[config.mk]
export PLATFORM = sky130hd
export DESIGN_NAME = bitty_sequencer
export DESIGN_NICKNAME = d
export VERILOG_FILES = /design/src/rtl/bitty_sequencer.sv
export SDC_FILE = /design/constraint.sdc
export NUM_CORES = 1
export LEC_CHECK = 0
export ABC_AREA = 1
export BUFFER_PORTS_ARGS = -buffer_cell sky130_fd_sc_hd__buf_2
export CAP_MARGIN = 5
export CORE_MARGIN = 4
export CORE_UTILIZATION = 38
export DETAILED_ROUTE_END_ITERATION = 8
export HOLD_SLACK_MARGIN = 0.05
export PLACE_DENSITY = 0.65
export SYNTH_ARGS = -nofsm -noshare
export SYNTH_HDL_FRONTEND = slang
export SYNTH_SLANG_ARGS = --single-unit
[constraint.sdc]
create_clock -name clk -period 1.44 [get_ports clk]
set_input_delay 0.36 -clock clk [delete_from_list [all_inputs] [get_ports clk]]
set_output_delay 0.36 -clock clk [all_outputs]
set_load 0.005 [all_outputs]
[src/rtl/bitty_sequencer.sv]
// Program sequencer for the Bitty datapath: fetches instructions from program
// memory, issues each to Bitty with a one-cycle run pulse, and waits for done
// before advancing. Stops on the halt opcode, at the last program slot, or on
// a watchdog timeout.
module bitty_sequencer #(
    parameter int          ADDR_W     = 8,
    parameter int          PROG_LEN   = 256,
    parameter int          TIMEOUT    = 16,
    parameter logic [15:0] HALT_INSTR = 16'hFFFF
) (
    input  logic              clk,
    input  logic              reset,
    input  logic              start,
    output logic [ADDR_W-1:0] mem_addr,
    output logic              mem_rd,
    input  logic [15:0]       mem_rdata,
    input  logic              mem_valid,
    output logic [15:0]       bitty_din,
    output logic              bitty_run,
    input  logic              bitty_done,
    output logic [ADDR_W-1:0] pc,
    output logic [15:0]       instr_count,
    output logic              busy,
    output logic              halted,
    output logic              error
);

    localparam int                TMR_W    = $clog2(TIMEOUT);
    localparam logic [ADDR_W-1:0] LAST_PC  = ADDR_W'(PROG_LEN - 1);
    localparam logic [TMR_W-1:0]  TMR_LAST = TMR_W'(TIMEOUT - 1);

    typedef enum logic [2:0] {
        S_IDLE,
        S_FETCH,
        S_ISSUE,
        S_EXEC,
        S_HALT,
        S_ERROR
    } state_e;

    state_e            state_q, state_d;
    logic [ADDR_W-1:0] pc_q, pc_d;
    logic [15:0]       cnt_q, cnt_d;
    logic [15:0]       instr_q, instr_d;
    logic [TMR_W-1:0]  timer_q, timer_d;
    logic              mem_rd_q, mem_rd_d;
    logic              run_q, run_d;
    logic              busy_q, busy_d;
    logic              halted_q, halted_d;
    logic              error_q, error_d;

    // Next-state and datapath updates; status outputs are decoded from the
    // next state so they come straight out of flops.
    always_comb begin
        state_d = state_q;
        pc_d    = pc_q;
        cnt_d   = cnt_q;
        instr_d = instr_q;
        timer_d = timer_q;
        case (state_q)
            S_IDLE, S_HALT, S_ERROR: begin
                if (start) begin
                    state_d = S_FETCH;
                    pc_d    = '0;
                    cnt_d   = '0;
                end
            end
            S_FETCH: begin
                if (mem_valid) begin
                    instr_d = mem_rdata;
                    state_d = (mem_rdata == HALT_INSTR) ? S_HALT : S_ISSUE;
                end
            end
            S_ISSUE: begin
                timer_d = '0;
                state_d = S_EXEC;
            end
            S_EXEC: begin
                timer_d = timer_q + TMR_W'(1);
                // done takes priority over a coincident timeout
                if (bitty_done) begin
                    cnt_d = cnt_q + 16'd1;
                    if (pc_q == LAST_PC) begin
                        state_d = S_HALT;
                    end else begin
                        pc_d    = pc_q + ADDR_W'(1);
                        state_d = S_FETCH;
                    end
                end else if (timer_q == TMR_LAST) begin
                    state_d = S_ERROR;
                end
            end
            default: state_d = S_IDLE;
        endcase

        mem_rd_d = (state_d == S_FETCH);
        run_d    = (state_d == S_ISSUE);
        busy_d   = (state_d == S_FETCH) || (state_d == S_ISSUE) || (state_d == S_EXEC);
        halted_d = (state_d == S_HALT);
        error_d  = (state_d == S_ERROR);
    end

    // State and output registers with synchronous active-low reset.
    always_ff @(posedge clk) begin
        if (!reset) begin
            state_q  <= S_IDLE;
            pc_q     <= '0;
            cnt_q    <= '0;
            instr_q  <= '0;
            timer_q  <= '0;
            mem_rd_q <= 1'b0;
            run_q    <= 1'b0;
            busy_q   <= 1'b0;
            halted_q <= 1'b0;
            error_q  <= 1'b0;
        end else begin
            state_q  <= state_d;
            pc_q     <= pc_d;
            cnt_q    <= cnt_d;
            instr_q  <= instr_d;
            timer_q  <= timer_d;
            mem_rd_q <= mem_rd_d;
            run_q    <= run_d;
            busy_q   <= busy_d;
            halted_q <= halted_d;
            error_q  <= error_d;
        end
    end

    assign mem_addr    = pc_q;
    assign mem_rd      = mem_rd_q;
    assign bitty_din   = instr_q;
    assign bitty_run   = run_q;
    assign pc          = pc_q;
    assign instr_count = cnt_q;
    assign busy        = busy_q;
    assign halted      = halted_q;
    assign error       = error_q;

endmodule
==> run summary <==
status: finished, final reports clean
Synth-to-Final Area Change: 33.30%
CP Data Required Time: 1.64 ns
die span in x: 89.76 um
Max Slew Vio Count: 0
dpl ws: -0.04573 ns
number of CTS-inserted buffers: 5
crit end category: flop
DP Area: 0.003119 mm2
slew margin rel.: 0.8288
CTS HTree Levels: 2
CTS max path bufs: 2
Final Non-Filler Cells: 556
synthesized net count: 404
Worst Path Max Fanout: 8
Synth area leaders: dfxtp_1 41%, nand2_1 13%, nor2_1 11%
Synth Instances: 380
CTS tree: yes
vias in the first global route: 2463
Clock Latency Late Sink: 0.30 ns
Ys Warns: 0
Final Critical Period: 1.395 ns
share of cells above drive strength 1: 0.3299
all-layer global routing usage: 0.1526
Cell Area, Synth: 0.002540 mm2
post-synth cell types: 26
RePlAce Congestion: 0.8122
Final Setup Violations: 0
first-pass iteration count of the detailed router: 5
routed vias: 2685
syn_area_per_cell: 6.684 um2
ANT nets after route: 0
residual DRC count: 0
wire per inst: 11.50 um
total power: 3115 uW
crit path DAT: 1.59 ns
initial antenna violation count: 0
Max Fclk: 0.7171 GHz
#FFs+latches synth: 52
Initial DRC Count: 115
DRT Wirelength: 6392 um
Hold WC Path Type: in -> reg
core area: 0.006422 mm2
Worst Tran Pin Value: 0.2562 ns
largest area contributor in the netlist: dfxtp_1
Synth top area share: 0.4099
Final Hold Fails: 0
initial core utilization: 0.3955
I/O pins: 74
pwr dens: 920.1 mW/mm2
DR vias/cell: 4.829
placed cells: 542
Final WS setup: 0.04543 ns
pin count of the biggest net entering global routing: 18
share of the yosys chip area belonging to registers: 0.4099
Crit Path Category: reg -> reg
port bufs: 73
die area: 0.008056 mm2
RSZ-0062 raised after global routing: true
ant diodes: 0
clk root buf: clkbuf_8
ratio of final minimum period to clock period: 0.9685
row cnt: 29
Worst Setup Start Kind: flop
Max-cap violations: 0
Leakage: 0.001663 uW
Die Span Y: 89.76 um
fin area: 0.003386 mm2
Sink Count: 52
peak supply drop: 0.0006238 V
GR Overflow Total: 0
final design utilization: 0.5272
Reg clk slew, reported paths: 0.09 ns
first-pass GRT wire length: 10610 um
DP HPWL: 4839 um
Final #Nets: 502
Final Skew: 0.006097 ns
## placed cells by master, fill, tap and decap left out
cell,count
nand3_2,1
nand2_4,7
nand2_2,8
buf_6,2
inv_2,5
nor2_4,2
o211a_1,1
a21oi_1,23
or2_0,1
nand2_1,76
ha_1,1
o21ai_2,1
o21ai_0,26
buf_12,1
o21ai_1,3
dfxtp_2,7
buf_4,31
a21oi_2,1
nor2_1,69
a21boi_4,1
nand4_1,12
inv_1,38
clkbuf_8,6
ha_2,1
buf_2,73
nand4_2,1
nor2_2,7
nor3_1,5
dfxtp_1,45
ha_4,1
nand3_1,16
o21bai_1,4
clkinv_2,2
nor3b_1,1
## worst paths after layout
path,from,to,slack (ns),cells after the start
setup / recovery,mem_addr[0]$_SDFFE_PN0P_,mem_addr[3]$_SDFFE_PN0P_,0.05,10
hold / removal,mem_rdata[13],bitty_din[13]$_SDFFE_PN0P_,0.31,3
setup reg to reg,mem_addr[0]$_SDFFE_PN0P_,mem_addr[3]$_SDFFE_PN0P_,0.05,10
hold reg to reg,bitty_din[5]$_SDFFE_PN0P_,bitty_din[5]$_SDFFE_PN0P_,0.48,2
## area by class of cell
cell class | instances | area, um2
fillers | 650 | 3037
multi-input cells | 269 | 1345
flip-flops and latches | 52 | 1050
repair buffers | 107 | 640.6
inverters | 43 | 161.4
well taps | 77 | 96.34
clock buffers | 6 | 82.58
clock inverters | 2 | 10.01
## cell families after synthesis
family | after synthesis | synth area share
and+or+nand+nor | 205 | 0.3404
AOI/OAI and AO/OA | 60 | 0.1266
buffers and inverters | 60 | 0.1084
DFF | 52 | 0.4099
adders and majority gates | 3 | 0.01478
## synth_stat cells
master,n
inv_2,2
buf_2,1
nor3b_1,1
o21ai_1,1
nand4_1,12
nand4_2,1
nand2_4,1
nor3_1,5
inv_1,41
o211a_1,1
buf_6,1
o21bai_1,4
or2_0,1
a21boi_2,1
buf_4,11
ha_1,3
nand2_1,86
nand2_2,3
nor2_1,77
dfxtp_1,52
buf_1,3
clkbuf_1,1
o21ai_0,29
nand3_1,17
nor2_4,1
a21oi_1,24
## critical path, cell delays in order, from the launching register on
cell     delay, ns
dfxtp_2       0.36
ha_4          0.14
nand2_2       0.06
nor2_2        0.15
nand2_2       0.10
nand2_4       0.11
nand2_2       0.08
nand2_4       0.10
o21ai_0       0.08
nand2_1       0.07
nor2_1        0.04
## timing repair
item / 4_1_cts / 5_1_grt
gates resized for setup: 5 / 41
pin swaps: 0 / 18
gates cloned: 0 / 1
buffers inserted: 0 / 6
hold buffers: 0 / 0
endpoints found under the setup margin: 6 / 33
hold endpoints to repair: 0 / 0
## metrics by stage
stage	TNS, ns	hold WS, ns
2_1_floorplan	0	0.4475
4_1_cts	-0.01038	0.2985
3_5_place_dp	-0.06147	0.4725
5_1_grt	-0.4289	0.3035
6_report	0	0.3106
3_3_place_gp	0	0.4618
## report_power, final
group          internal, uW  switching (uW)  leakage, uW  total [uW]
Clock                   385             470    0.0000510         855
Sequential             1530            50.2     0.000425        1580
Combinational           305             380      0.00119         684
## state kept, by name, summed over array words and instances (netlist names)
signal / flops
bitty_din: 16
instr_count: 16
mem_addr: 8
timer_q: 4
state_q: 3
bitty_run: 1
busy: 1
error: 1
halted: 1
mem_rd: 1
## routing by layer
layer / global-route usage / vias up / routed length [um]
met5: 0 / - / 0
met4: 0.03959 / 0 / 63
met3: 0.05426 / 6 / 534
met2: 0.2600 / 73 / 2973
met1: 0.1829 / 1206 / 2820
li1: - / 1400 / -
No activity file was read; power rests on OpenSTA's default activity.
